## src/rtl/mul_mant_round_pipe_if.sv

```systemverilog
// Stream interface of the FP32 multiplier normalize/round stage: upstream beat
// (sign, exponent sum, raw significand product) in, packed rounding result out.
interface mul_mant_round_pipe_if #(
    parameter int EXP_W  = 8,
    parameter int MAN_W  = 23,
    parameter int ESUM_W = 10
);
    logic                   i_valid;
    logic                   o_ready;
    logic                   i_sign;
    logic [ESUM_W-1:0]      i_exp_sum;
    logic [2*MAN_W+1:0]     i_mant_prod;
    logic                   o_valid;
    logic                   i_ready;
    logic                   o_sign;
    logic [EXP_W-1:0]       o_exp;
    logic [MAN_W-1:0]       o_mant;
    logic                   o_carry_rounding;
    logic                   o_overflow;
    logic                   o_underflow;

    modport slave (
        input  i_valid, i_sign, i_exp_sum, i_mant_prod, i_ready,
        output o_ready, o_valid, o_sign, o_exp, o_mant,
        output o_carry_rounding, o_overflow, o_underflow
    );

    modport master (
        output i_valid, i_sign, i_exp_sum, i_mant_prod, i_ready,
        input  o_ready, o_valid, o_sign, o_exp, o_mant,
        input  o_carry_rounding, o_overflow, o_underflow
    );
endinterface

```

## src/rtl/mul_mant_round_pipe.sv

```systemverilog
// Two-stage normalize + round-to-nearest-even stage for the FP32 multiplier.
// Stage 1 normalizes the 48-bit product; stage 2 rounds, saturates or flushes.
module mul_mant_round_pipe #(
    parameter int EXP_W  = 8,
    parameter int MAN_W  = 23,
    parameter int ESUM_W = 10
) (
    input  logic                  i_clk,
    input  logic                  i_rst_n,
    mul_mant_round_pipe_if.slave  bus
);
    localparam int PROD_W = 2 * MAN_W + 2;
    localparam int SIG_W  = MAN_W + 1;
    localparam int E_W    = ESUM_W + 1;

    localparam logic signed [E_W-1:0] E_ONE_C  = E_W'(1);
    localparam logic signed [E_W-1:0] E_ZERO_C = E_W'(0);
    localparam logic signed [E_W-1:0] E_INF_C  = E_W'((1 << EXP_W) - 1);

    // Round-to-nearest-even increment decision from guard/round/sticky and LSB.
    function automatic logic rne_inc(input logic g, input logic r,
                                     input logic s, input logic lsb);
        rne_inc = g & (r | s | lsb);
    endfunction

    // Handshake
    logic s1_valid_r;
    logic s2_valid_r;
    logic s2_adv_s;
    logic s1_adv_s;
    logic accept_s;

    // Stage 1 combinational / registered
    logic [PROD_W-1:0]     prod_s;
    logic signed [E_W-1:0] esum_ext_s;
    logic [SIG_W-1:0]      nrm_m_s;
    logic                  nrm_g_s;
    logic                  nrm_r_s;
    logic                  nrm_st_s;
    logic signed [E_W-1:0] nrm_e_s;
    logic                  nrm_z_s;

    logic                  s1_sign_r;
    logic [SIG_W-1:0]      s1_m_r;
    logic                  s1_g_r;
    logic                  s1_rb_r;
    logic                  s1_st_r;
    logic signed [E_W-1:0] s1_e_r;
    logic                  s1_z_r;

    // Stage 2 combinational / registered outputs
    logic                  round_up_s;
    logic                  carry_s;
    logic [MAN_W-1:0]      frac_s;
    logic signed [E_W-1:0] e2_s;
    logic [EXP_W-1:0]      res_exp_s;
    logic [MAN_W-1:0]      res_mant_s;
    logic                  res_carry_s;
    logic                  res_ovf_s;
    logic                  res_unf_s;

    logic                  o_sign_r;
    logic [EXP_W-1:0]      o_exp_r;
    logic [MAN_W-1:0]      o_mant_r;
    logic                  o_carry_r;
    logic                  o_ovf_r;
    logic                  o_unf_r;

    assign s2_adv_s = ~s2_valid_r | bus.i_ready;
    assign s1_adv_s = ~s1_valid_r | s2_adv_s;
    assign accept_s = bus.i_valid & s1_adv_s;

    assign prod_s     = bus.i_mant_prod;
    assign esum_ext_s = {bus.i_exp_sum[ESUM_W-1], bus.i_exp_sum};

    // Normalize: pick the 24-bit window below the leading one and collect G/R/S.
    always_comb begin
        nrm_m_s  = '0;
        nrm_g_s  = 1'b0;
        nrm_r_s  = 1'b0;
        nrm_st_s = 1'b0;
        nrm_e_s  = esum_ext_s;
        if (prod_s[PROD_W-1]) begin
            nrm_m_s  = prod_s[PROD_W-1 -: SIG_W];
            nrm_g_s  = prod_s[MAN_W];
            nrm_r_s  = prod_s[MAN_W-1];
            nrm_st_s = |prod_s[MAN_W-2:0];
            nrm_e_s  = esum_ext_s + E_ONE_C;
        end else begin
            nrm_m_s  = prod_s[PROD_W-2 -: SIG_W];
            nrm_g_s  = prod_s[MAN_W-1];
            nrm_r_s  = prod_s[MAN_W-2];
            nrm_st_s = |prod_s[MAN_W-3:0];
            nrm_e_s  = esum_ext_s;
        end
        nrm_z_s = (prod_s[PROD_W-1 -: 2] == 2'b00);
    end

    // Stage 1 register: valid follows the handshake, data loads only on accept.
    always_ff @(posedge i_clk or negedge i_rst_n) begin
        if (!i_rst_n) begin
            s1_valid_r <= 1'b0;
            s1_sign_r  <= 1'b0;
            s1_m_r     <= '0;
            s1_g_r     <= 1'b0;
            s1_rb_r    <= 1'b0;
            s1_st_r    <= 1'b0;
            s1_e_r     <= '0;
            s1_z_r     <= 1'b0;
        end else begin
            if (s1_adv_s) begin
                s1_valid_r <= bus.i_valid;
            end
            if (accept_s) begin
                s1_sign_r <= bus.i_sign;
                s1_m_r    <= nrm_m_s;
                s1_g_r    <= nrm_g_s;
                s1_rb_r   <= nrm_r_s;
                s1_st_r   <= nrm_st_s;
                s1_e_r    <= nrm_e_s;
                s1_z_r    <= nrm_z_s;
            end
        end
    end

    // Carry out of the 24-bit add only when the significand is all ones;
    // the 23-bit fraction add then wraps to zero on its own.
    assign round_up_s = rne_inc(s1_g_r, s1_rb_r, s1_st_r, s1_m_r[0]);
    assign carry_s    = (&s1_m_r) & round_up_s;
    assign frac_s     = s1_m_r[MAN_W-1:0] + {{(MAN_W-1){1'b0}}, round_up_s};
    assign e2_s       = s1_e_r + {{(E_W-1){1'b0}}, carry_s};

    // Result select: zero beats everything, then overflow, then flush-to-zero.
    always_comb begin
        res_exp_s   = '0;
        res_mant_s  = '0;
        res_carry_s = 1'b0;
        res_ovf_s   = 1'b0;
        res_unf_s   = 1'b0;
        if (s1_z_r) begin
            res_exp_s   = '0;
            res_mant_s  = '0;
        end else if (e2_s >= E_INF_C) begin
            res_exp_s   = '1;
            res_mant_s  = '0;
            res_carry_s = carry_s;
            res_ovf_s   = 1'b1;
        end else if (e2_s <= E_ZERO_C) begin
            res_exp_s   = '0;
            res_mant_s  = '0;
            res_carry_s = carry_s;
            res_unf_s   = 1'b1;
        end else begin
            res_exp_s   = e2_s[EXP_W-1:0];
            res_mant_s  = frac_s;
            res_carry_s = carry_s;
        end
    end

    // Stage 2 register drives the outputs directly; held while stalled.
    always_ff @(posedge i_clk or negedge i_rst_n) begin
        if (!i_rst_n) begin
            s2_valid_r <= 1'b0;
            o_sign_r   <= 1'b0;
            o_exp_r    <= '0;
            o_mant_r   <= '0;
            o_carry_r  <= 1'b0;
            o_ovf_r    <= 1'b0;
            o_unf_r    <= 1'b0;
        end else begin
            if (s2_adv_s) begin
                s2_valid_r <= s1_valid_r;
            end
            if (s2_adv_s & s1_valid_r) begin
                o_sign_r  <= s1_sign_r;
                o_exp_r   <= res_exp_s;
                o_mant_r  <= res_mant_s;
                o_carry_r <= res_carry_s;
                o_ovf_r   <= res_ovf_s;
                o_unf_r   <= res_unf_s;
            end
        end
    end

    assign bus.o_ready          = s1_adv_s;
    assign bus.o_valid          = s2_valid_r;
    assign bus.o_sign           = o_sign_r;
    assign bus.o_exp            = o_exp_r;
    assign bus.o_mant           = o_mant_r;
    assign bus.o_carry_rounding = o_carry_r;
    assign bus.o_overflow       = o_ovf_r;
    assign bus.o_underflow      = o_unf_r;
endmodule

```

## src/flat_wrapper.sv

```systemverilog
// flat-port wrapper written by rule: the top's interface ports become plain ports
module mul_mant_round_pipe_flat 
#(
    parameter int EXP_W  = 8,
    parameter int MAN_W  = 23,
    parameter int ESUM_W = 10
)
  (i_clk, i_rst_n, bus_i_valid, bus_i_sign, bus_i_exp_sum, bus_i_mant_prod, bus_i_ready, bus_o_ready, bus_o_valid, bus_o_sign, bus_o_exp, bus_o_mant, bus_o_carry_rounding, bus_o_overflow, bus_o_underflow);
  mul_mant_round_pipe_if #(.EXP_W(EXP_W), .MAN_W(MAN_W), .ESUM_W(ESUM_W)) bus_i ();
  input  logic i_clk;
  input  logic i_rst_n;
  input wire logic [$bits(bus_i.i_valid)-1:0] bus_i_valid;
  input wire logic [$bits(bus_i.i_sign)-1:0] bus_i_sign;
  input wire logic [$bits(bus_i.i_exp_sum)-1:0] bus_i_exp_sum;
  input wire logic [$bits(bus_i.i_mant_prod)-1:0] bus_i_mant_prod;
  input wire logic [$bits(bus_i.i_ready)-1:0] bus_i_ready;
  output wire logic [$bits(bus_i.o_ready)-1:0] bus_o_ready;
  output wire logic [$bits(bus_i.o_valid)-1:0] bus_o_valid;
  output wire logic [$bits(bus_i.o_sign)-1:0] bus_o_sign;
  output wire logic [$bits(bus_i.o_exp)-1:0] bus_o_exp;
  output wire logic [$bits(bus_i.o_mant)-1:0] bus_o_mant;
  output wire logic [$bits(bus_i.o_carry_rounding)-1:0] bus_o_carry_rounding;
  output wire logic [$bits(bus_i.o_overflow)-1:0] bus_o_overflow;
  output wire logic [$bits(bus_i.o_underflow)-1:0] bus_o_underflow;
  assign bus_i.i_valid = bus_i_valid;
  assign bus_i.i_sign = bus_i_sign;
  assign bus_i.i_exp_sum = bus_i_exp_sum;
  assign bus_i.i_mant_prod = bus_i_mant_prod;
  assign bus_i.i_ready = bus_i_ready;
  assign bus_o_ready = bus_i.o_ready;
  assign bus_o_valid = bus_i.o_valid;
  assign bus_o_sign = bus_i.o_sign;
  assign bus_o_exp = bus_i.o_exp;
  assign bus_o_mant = bus_i.o_mant;
  assign bus_o_carry_rounding = bus_i.o_carry_rounding;
  assign bus_o_overflow = bus_i.o_overflow;
  assign bus_o_underflow = bus_i.o_underflow;
  mul_mant_round_pipe #(.EXP_W(EXP_W), .MAN_W(MAN_W), .ESUM_W(ESUM_W)) u_core (.i_clk(i_clk), .i_rst_n(i_rst_n), .bus(bus_i));
endmodule
```

## config.mk

```make
export PLATFORM = sky130hd
export DESIGN_NAME = mul_mant_round_pipe_flat
export DESIGN_NICKNAME = d
export VERILOG_FILES = /design/src/rtl/mul_mant_round_pipe_if.sv /design/src/rtl/mul_mant_round_pipe.sv /design/src/flat_wrapper.sv
export SDC_FILE = /design/constraint.sdc
export NUM_CORES = 1
export LEC_CHECK = 0
export BUFFER_PORTS_ARGS = -buffer_cell sky130_fd_sc_hd__buf_2
export CORE_MARGIN = 1.5
export CORE_UTILIZATION = 56
export CTS_BUF_LIST = sky130_fd_sc_hd__clkbuf_2 sky130_fd_sc_hd__clkbuf_4 sky130_fd_sc_hd__clkbuf_8
export DETAILED_ROUTE_END_ITERATION = 10
export PLACE_DENSITY = 0.86
export REMOVE_ABC_BUFFERS = 1
export SLEW_MARGIN = 40
export SYNTH_ARGS = -nofsm -noshare
export SYNTH_HDL_FRONTEND = slang
export SYNTH_SLANG_ARGS = --single-unit
```

## constraint.sdc

```tcl
create_clock -name i_clk -period 4.25 [get_ports i_clk]
set_input_delay 0.85 -clock i_clk [delete_from_list [all_inputs] [get_ports i_clk]]
set_output_delay 0.85 -clock i_clk [all_outputs]
set_load 0.01 [all_outputs]
```

==> results of run 1 <==
cell usage after synthesis, drive strengths merged (4+ instances only):
| library cell | instances | share of area, % |
|---|---|---|
| nand2 | 88 | 7.9 |
| dfrtp | 77 | 46 |
| o21ai | 41 | 4.9 |
| mux2i | 26 | 6.2 |
| o31ai | 24 | 7.1 |
| xor2 | 20 | 4.2 |
| xnor2 | 16 | 3.3 |
| clkbuf | 15 | 1.3 |
| nor2 | 14 | 1.2 |
| nand4 | 12 | 1.8 |
| nand3 | 11 | 1.6 |
| nor3 | 10 | 1.2 |
| nor4 | 10 | 1.5 |
| buf | 8 | 1.6 |
| a221o | 6 | 1.4 |
| and2 | 5 | 0.74 |
| inv | 5 | 0.45 |
| o211ai | 5 | 0.89 |
| ha | 4 | 1.2 |
worst max-delay path, stage by stage, from the launching register on:
cell and delay (ns):
dfrtp_1 0.44, nand4_1 0.26, nor4_1 0.48, and4_1 0.28, ha_1 0.20, ha_1 0.28, nand3_4 0.15, or2_1 0.30
nor3b_1 0.58, o21ai_4 0.13, buf_8 0.19, buf_16 0.17, a221o_1 0.33
power by group through the flow:
stage | Clock, mW | Sequential, mW | Combinational (mW)
final | 0.591 | 0.935 | 0.422
after global routing | 0.630 | 0.950 | 0.475
after CTS | 0.595 | 0.934 | 0.426
after detailed placement | 0 | 0.949 | 0.425
after global placement | 0 | 0.939 | 0.398
after floorplan | 0 | 0.948 | 0.230
cells by family (layout without fill, tap and decap cells):
kind of cell | after synthesis | in the layout | share of synthesized area, %
compound gates | 91 | 91 | 17.3
xor+xnor | 36 | 36 | 7.50
fa+ha+maj | 4 | 4 | 1.19
buf+inv | 28 | 126 | 3.39
flops | 77 | 77 | 45.8
mux | 27 | 27 | 6.45
simple gates | 164 | 164 | 18.4
worst max path at each step:
stage	startpoint	to	slack [ns]	depth (start not counted)
3_3_place_gp	u_core.s1_m_r[5]	u_core.bus.o_exp[3]	0.57	11
2_1_floorplan	u_core.s1_m_r[2]	u_core.bus.o_exp[0]	-0.17	10
6_report	u_core.s1_m_r[12]	u_core.bus.o_exp[6]	0.36	12
3_5_place_dp	u_core.s1_m_r[5]	u_core.bus.o_exp[3]	0.46	13
4_1_cts	u_core.s1_m_r[12]	u_core.bus.o_exp[6]	0.39	12
5_1_grt	u_core.s1_g_r	u_core.bus.o_exp[3]	0.17	13
per-layer routing:
metal  track usage (%)  vias to the layer above  wire length, µm
met3              4.84                       15              387
met1              29.8                     1644             3940
met4              9.79                        0              163
li1                  -                     1710                -
met2              38.7                       85             4470
met5                 0                        -                0
area by class of cell:
class                      count  area, µm²  share of cell area (%)
clock buffer                  13        173                    3.44
clock inverter                 3       42.5                   0.848
inverter                       5       18.8                   0.374
multi-input combinational    322       2160                    43.0
sequential                    77       1930                    38.4
tap                           99        124                    2.47
timing repair buffer         105        577                    11.5
registers in the layout (all words and copies together), names as in the netlist, 8 cells and up:
name	flops
u_core.bus.o_exp	8
u_core.bus.o_mant	23
u_core.s1_e_r	11
u_core.s1_m_r	24
metrics by stage:
| step | instances | total power, mW | utilization [%] | setup TNS (ns) | cell area (µm²) |
|---|---|---|---|---|---|
| finish | 624 | 1.95 | 69.2 | 0 | 5020 |
| global route | 624 | 2.05 | 69.2 | 0 | 5020 |
| CTS | 624 | 1.96 | 69.1 | 0 | 5010 |
| detailed placement | 608 | 1.37 | 66.1 | 0 | 4790 |
| global placement | 606 | 1.34 | 65.5 | 0 | 4750 |
| floorplan | 404 | 1.18 | - | -2.66 | 4080 |
==> summary.txt, run 1 <==
Synthesis
  • Post-synth top flop: dfrtp_1
  • Sequential area share after synthesis: ~46%
  • #FFs+latches synth: 77
  • Fraction of registers with async set/reset: between 90% and 100%
  • Gate Count Post-Synth: between 400 and 500
  • Post-Syn Area: around 4200 µm²
  • Post-synth EDFFs: 0
  • Syn avg cell area: between 9 and 10 µm²
  • Cell variety after synth: 46
  • Synth warn: 0

Worst setup path
  • CP Data Arrival Time: 4.12 ns
  • Kind of launch point of the worst setup path: register
  • RR Endpoint: u_core.bus.o_exp[6]
  • Crit path max fanout: 16
  • CP Capture Type: register
  • R2R setup slack: between 0.3 and 0.4 ns
  • CP Class: reg2reg
  • Reg2reg path depth: 12
  • Required @ worst endpoint: between 4 and 5 ns
  • Reg-to-reg critical path startpoint: u_core.s1_m_r[12]

Power
  • Leakage power: 2.29 nW
  • Gate power share: between 20 and 25%
  • Max rail drop VDD: between 150 and 200 µV
  • PD cells: slightly below 400 nW/µm²
  • Psw: 602 µW
  • Clock group share of total power: between 30% and 40%
  • Cell Int Power: 1.35 mW
  • Reg power frac: between 40% and 50%
  • Switching part of the total: a little over 30%

Flow run
  • Max Cap Viol: 0

Layout
  • Most common cell after layout, fill and taps aside: buf_2
  • Final layout net count: slightly below 600
  • Commonest non-fill, non-tap cells in the layout: 97 x buf_2, 87 x nand2_1, 77 x dfrtp_1, 40 x o21ai_0, 26 x mux2i_1
  • Fillers: between 500 and 600
  • Antenna diode count: 0
  • Synth-to-layout area growth: 19.3%
  • Layout cells sized above 1: between 20 and 30%

GRT
  • Initial antenna violation count: 0
  • Vias in the first global route: roughly 3,200
  • First-pass GRT wire length: roughly 14,000 µm
  • Largest net degree at the start of global routing: about 80
  • Global-route usage over all layers: a little under a quarter
  • Global route overflow: 0

Timing
  • Fin. Hold Viols: 0
  • Achievable clock frequency: about 0.26 GHz
  • Final min period: 3.89 ns
  • Period utilisation layout: between 90% and 100%
  • RSZ-0062 raised after global routing: no
  • Worst Slack Setup Final: around 0.36 ns
  • Final slew viol count: 0
  • Hold WS: around 0.47 ns
  • Clk_skew: around 0.012 ns
  • Worst-Margin Slew: between 0.6 and 0.7 ns
  • Final setup viols: 0
  • Rel. slew slack: between 50 and 60%

Floorplanning
  • CORE AREA: 7250 µm²
  • Die Width: about 90 µm
  • Number of cell rows: 31
  • Die area: between 8000 and 9000 µm²
  • # IOs: 100
  • Chip height: 89.7 µm
  • Starting density of the core: a little under 60%

Detailed routing
  • Initial drt markers: about 200
  • Routed len/inst: between 10 and 15 µm
  • DRC: 0
  • Drt pass-1 iters: 5
  • Final wirelength: 8960 µm
  • Antenna Nets Post-Route: 0
  • Vias per std cell: ~5.5
  • Vias: around 3,500

Clock tree
  • CTS root buf: clkbuf_8
  • Sink Count: 77
  • Clk slew on worst S/H paths: ~0.080 ns
  • Latest clock arrival within the worst-skew pair: approximately 0.36 ns
  • Post-CTS setup buffer count: 0
  • Post_cts resized: 0
  • CTS Buf Count: 9
  • Cts hold-fix bufs: 0
  • Deepest clock path buffer count: 2
  • CTS tree: done
  • H-tree depth: 3

Worst hold path
  • Hold Path Stages: 2
  • Min-delay src: u_core.bus.o_carry_rounding
  • Hold path endpoint: u_core.bus.o_carry_rounding
  • Hold Path Class: reg2reg

Placement
  • GP Congestion: roughly 0.88
  • Port buffer count: about 100
  • Setup WS pre-CTS: 0.461 ns
  • DP HPWL: between 6000 and 7000 µm

Status
  • Status: complete, no violations
(Power assumes the default switching activity.)
==> inputs of run 2 (changes only) <==
- CELL_PAD_IN_SITES_DETAIL_PLACEMENT: default -> 0
- CELL_PAD_IN_SITES_GLOBAL_PLACEMENT: default -> 1
- CORE_UTILIZATION: 56 -> 38
- MAX_ROUTING_LAYER: default -> met4
- PLACE_DENSITY: 0.86 -> 0.81
- clock period: 4.25 -> 3.3 ns (I/O delays scaled with it)
==> summary.txt, run 2 (synthesized netlist as in run 1, its figures left out) <==
Worst setup path
  • Critical path, cell by cell: nand4_1 > nor4_4 > buf_4 > and4_4 > ha_4 > ha_4 > nand3_4 > o31a_1 > buf_4 > or4_4 > a31o_4 > o31ai_4
  • CP Data Arrival Time: roughly 3.5 ns
  • Crit path max-delay family: simple AND/OR/NAND/NOR gates
  • Crit path max fanout: 6
  • Reg-to-reg critical path startpoint: u_core.s1_m_r[0]
  • RR Endpoint: u_core.bus.o_mant[2]
  • Required @ worst endpoint: approximately 3.6 ns
  • Critical Path Max Stage Delay: around 0.56 ns
  • CP Class: reg2reg
  • R2R setup slack: approximately 0.097 ns
  • Reg2reg path depth: 12
  • Worst path slowest cell: or4_4
  • CP startpoint: u_core.s1_m_r[0]
  • CP Capture Type: register
  • Buf+Inv Stages, Crit Path: 2
  • Kind of launch point of the worst setup path: register

Timing
  • Fin. Hold Viols: 0
  • Worst Slack Setup Final: 0.0968 ns
  • Period utilisation layout: between 90% and 100%
  • Worst-Margin Slew: 0.852 ns
  • Clk_skew: ~0.012 ns
  • Final slew viol count: 0
  • Setup TNS: 0 ns
  • Final setup viols: 0
  • Rel. slew slack: ~43%
  • Final min period: approximately 3.2 ns
  • Achievable clock frequency: approximately 0.31 GHz

Placement
  • DP HPWL: ~7500 µm
  • Placed cell area: about 5000 µm²
  • GP Congestion: 0.827
  • Port buffer count: 99
  • Setup WS pre-CTS: -0.257 ns

Layout
  • Synth-to-layout area growth: 30.7%
  • Final layout net count: approximately 630
  • Max reg flops: 24
  • Fillers: ~1,000
  • Commonest non-fill, non-tap cells in the layout: 98 x buf_2, 86 x nand2_1, 77 x dfrtp_1, 45 x buf_4, 40 x o21ai_0
  • Top reg by flops: u_core.s1_m_r
  • Antenna diode count: 0
  • Design Area, Final: 5500 µm²
  • Layout cells sized above 1: a little over a third
  • Most common cell after layout, fill and taps aside: buf_2

Clock tree
  • Clk slew on worst S/H paths: 0.08 ns
  • H-tree depth: 3
  • Deepest clock path buffer count: 2
  • Latest clock arrival within the worst-skew pair: around 0.36 ns
  • CTS root buf: clkbuf_8
  • CTS Buf Count: 9
  • Sink Count: 77
  • CTS tree: done

Detailed routing
  • Drt pass-1 iters: 4
  • Final wirelength: 10,700 µm
  • Vias: approximately 3,600
  • Initial drt markers: 153
  • Antenna Nets Post-Route: 0
  • Routed len/inst: approximately 15 µm
  • Vias per std cell: between 5 and 6
  • DRC: 0

Floorplanning
  • Die area: between 10,000 and 15,000 µm²
  • Number of cell rows: 38
  • Chip height: between 100 and 150 µm
  • CORE AREA: 10,800 µm²
  • # IOs: 100
  • Die Width: ~110 µm
  • Starting density of the core: 39.0%

GRT
  • Global-route usage over all layers: between 10% and 20%
  • Global route overflow: 0
  • Vias in the first global route: 3,488
  • Initial antenna violation count: 0
  • First-pass GRT wire length: around 17,000 µm
  • Largest net degree at the start of global routing: just under 80

Power
  • PD cells: 471 nW/µm²
  • Leakage power: between 2 and 3 nW
  • Final Power: 2.59 mW
  • Max rail drop VDD: 170 µV

Status
  • Status: complete, no violations

Flow run
  • Max Cap Viol: 0

Worst hold path
  • Hold Path Class: in2async
## run 2: cell count changes in the layout (fill, tap and decap cells not counted), moves of 3 or more
cell      delta
a31o_4       +3
buf_4       +40
clkbuf_8     -3
nor4_1       -4
o31ai_1      -3
## run 2: power by group
group	leakage [nW]	internal (mW)	switching, mW	total, mW
Clock	0.0953	0.350	0.351	0.701
Combinational	1.44	0.321	0.386	0.707
Sequential	0.974	1.07	0.107	1.18
## run 2: worst max path at each step
stage	end	cells after the start
2_1_floorplan	u_core.bus.o_exp[0]	10
3_3_place_gp	u_core.bus.o_mant[13]	12
3_5_place_dp	u_core.bus.o_mant[2]	12
4_1_cts	u_core.bus.o_mant[21]	12
5_1_grt	u_core.bus.o_mant[2]	12
6_report	u_core.bus.o_mant[2]	12
## run 2: what timing repair did
item | CTS | global route
gates resized for setup | 15 | 4
hold buffers | 0 | 0
setup buffers | 1 | 1
pin swaps | 6 | 2
gates cloned | 3 | 0
endpoints found under the setup margin | 29 | 30
endpoints found under the hold margin | 0 | 0
## run 2: layer usage
| metal | track usage (%) | vias to the layer above | share of wire (%) |
|---|---|---|---|
| met5 | - | - | 0 |
| met4 | 6.30 | 0 | 1.8 |
| met3 | 4.04 | 15 | 4.2 |
| met2 | 32.3 | 95 | 50 |
| met1 | 24.1 | 1729 | 44 |
| li1 | - | 1807 | - |
## run 2: worst register-to-register path, stage by stage, from the launching register on
cell     delay [ns]
dfrtp_1        0.35
nand4_1        0.23
nor4_4         0.23
buf_4          0.16
and4_4         0.24
ha_4           0.15
ha_4           0.14
nand3_4        0.08
o31a_1         0.27
buf_4          0.14
or4_4          0.56
a31o_4         0.32
o31ai_4        0.26
## run 2: per-stage QoR
stage / util [%] / hold WS (ns) / cells
floorplan: - / 0.364 / 404
global placement: 47.6 / 0.450 / 688
detailed placement: 47.6 / 0.450 / 688
CTS: 50.5 / 0.349 / 707
global route: 50.9 / 0.376 / 708
finish: 50.9 / 0.327 / 708
## run 2: area by class of cell
| type | instances | area (µm²) | share of cell area [%] |
|---|---|---|---|
| Tap cell | 140 | 175 | 3.19 |
| Clock buffer | 10 | 131 | 2.39 |
| Multi-Input combinational cell | 325 | 2310 | 42.1 |
| Sequential cell | 77 | 1930 | 35.0 |
| Timing Repair Buffer | 146 | 880 | 16.0 |
| Clock inverter | 5 | 52.6 | 0.956 |
| Inverter | 5 | 18.8 | 0.341 |
==> inputs of run 3 (changes only) <==
- MAX_ROUTING_LAYER: met4 -> default
==> summary.txt, run 3 (synthesized netlist as in run 1, its figures left out) <==
Status
  • Status: complete, no violations

Detailed routing
  • Final wirelength: around 11,000 µm
  • DRC: 0
  • Routed len/inst: 15.1 µm
  • Antenna Nets Post-Route: 0
  • Vias: 3,655
  • Initial drt markers: 137
  • Drt pass-1 iters: 4
  • Vias per std cell: just over 5

Floorplanning
  • # IOs: 100
  • Die Width: roughly 110 µm
  • Chip height: 108 µm
  • CORE AREA: approximately 11,000 µm²
  • Die area: 11,700 µm²
  • Starting density of the core: between 30% and 40%
  • Number of cell rows: 38

Timing
  • Final setup viols: 0
  • Achievable clock frequency: about 0.31 GHz
  • Clk_skew: 0.0117 ns
  • Setup TNS: 0 ns
  • Period utilisation layout: a little over nine tenths
  • Hold WS: 0.295 ns
  • Final min period: ~3.2 ns
  • Final slew viol count: 0
  • Fin. Hold Viols: 0
  • Worst-Margin Slew: between 0.8 and 0.9 ns
  • Rel. slew slack: approximately 43%

Worst setup path
  • Required @ worst endpoint: between 3 and 4 ns
  • CP Data Arrival Time: ~3.5 ns
  • Kind of launch point of the worst setup path: register
  • R2R setup slack: between 0.1 and 0.15 ns
  • Reg2reg path depth: 12
  • CP Capture Type: register
  • Critical path, cell by cell: nand4_1 > nor4_4 > buf_4 > and4_4 > ha_4 > ha_4 > nand3_4 > o31a_1 > buf_4 > or4_4 > a31o_4 > o31ai_4
  • RR Endpoint: u_core.bus.o_mant[2]
  • Critical Path Max Stage Delay: about 0.56 ns
  • CP Class: reg2reg
  • Crit path max fanout: 6
  • Worst path slowest cell: or4_4
  • Reg-to-reg critical path startpoint: u_core.s1_m_r[0]

Clock tree
  • Clk slew on worst S/H paths: 0.08 ns
  • Sink Count: 77
  • Deepest clock path buffer count: 2
  • CTS root buf: clkbuf_8
  • CTS Buf Count: 9
  • Cts hold-fix bufs: 0
  • H-tree depth: 3
  • Latest clock arrival within the worst-skew pair: ~0.36 ns
  • CTS tree: done

Worst hold path
  • Hold Path Class: in2async

Layout
  • Synth-to-layout area growth: 30.9%
  • Commonest non-fill, non-tap cells in the layout: 98 x buf_2, 86 x nand2_1, 77 x dfrtp_1, 46 x buf_4, 40 x o21ai_0
  • Antenna diode count: 0
  • Max reg flops: 24
  • Top reg by flops: u_core.s1_m_r
  • Multi-input logic area: roughly 2300 µm²
  • FF+latch area: around 1900 µm²
  • Final layout net count: 632
  • Fillers: about 1,000
  • Design Area, Final: between 5000 and 6000 µm²
  • Most common cell after layout, fill and taps aside: buf_2
  • Layout cells sized above 1: 36.0%

GRT
  • Vias in the first global route: ~3,500
  • First-pass GRT wire length: 16,900 µm
  • Initial antenna violation count: 0
  • Global route overflow: 0
  • Largest net degree at the start of global routing: 78
  • Global-route usage over all layers: a little under a fifth

Placement
  • Port buffer count: between 90 and 100
  • GP Congestion: about 0.82
  • Placed cell area: 5140 µm²
  • DP HPWL: between 7000 and 8000 µm

Power
  • Leakage power: ~2.5 nW
  • Max rail drop VDD: 169 µV
  • PD cells: between 400 and 500 nW/µm²

Flow run
  • Max Cap Viol: 0
==> run 3: worst max-delay path by stage <==
stage | startpoint | end | slack [ns] | cells past startpoint
after floorplan | u_core.s1_m_r[2] | u_core.bus.o_exp[0] | -1.12 | 10
after global placement | u_core.s1_m_r[0] | u_core.bus.o_mant[13] | -0.13 | 12
after detailed placement | u_core.s1_m_r[0] | u_core.bus.o_mant[2] | -0.26 | 12
after CTS | u_core.s1_m_r[10] | u_core.bus.o_mant[21] | 0.002 | 12
after global routing | u_core.s1_m_r[10] | u_core.bus.o_mant[21] | -0.005 | 12
final | u_core.s1_m_r[0] | u_core.bus.o_mant[2] | 0.10 | 12
==> run 3: metal layers <==
layer | up-vias | global-route usage [%] | wire [µm]
li1 | 1806 | - | -
met1 | 1734 | 24.2 | 4720
met2 | 99 | 32.2 | 5320
met3 | 16 | 3.50 | 439
met4 | 0 | 6.86 | 187
met5 | - | 0 | 0
==> run 3: power breakdown <==
part | leakage (nW) | internal [mW] | switching (mW)
logic | 1.45 | 0.323 | 0.386
registers | 0.974 | 1.07 | 0.107
clock network | 0.0953 | 0.350 | 0.351
==> run 3: through the flow <==
stage	setup WS [ns]	cells	total power, mW	util [%]
finish	0.104	709	2.59	51.0
global placement	-0.130	688	1.83	47.6
global route	-0.00532	709	2.73	51.0
detailed placement	-0.257	688	1.85	47.6
floorplan	-1.12	404	1.52	-
CTS	0.00245	707	2.59	50.5
==> run 3: what timing repair did <==
item,CTS,global route
gates cloned,3,0
buffers inserted,1,2
resized for setup,15,4
pin swaps,6,2
setup endpoints to repair,29,30
==> run 3: cell type report <==
cell class | instances | share of cell area (%)
clock buffers | 10 | 2.39
multi-input cells | 325 | 42.0
flip-flops and latches | 77 | 35.0
well taps | 140 | 3.18
inverters | 5 | 0.341
repair buffers | 147 | 16.1
clock inverters | 5 | 0.955
==> run 3: worst max-delay path, delay by kind of cell (launching register included) <==
kind	cells	cell delay, ns
AO/OA/AOI/OAI	3	0.85
adder cells (fa/ha/maj)	2	0.29
buffers and inverters	2	0.30
flip-flops	1	0.36
AND/OR/NAND/NOR	5	1.32
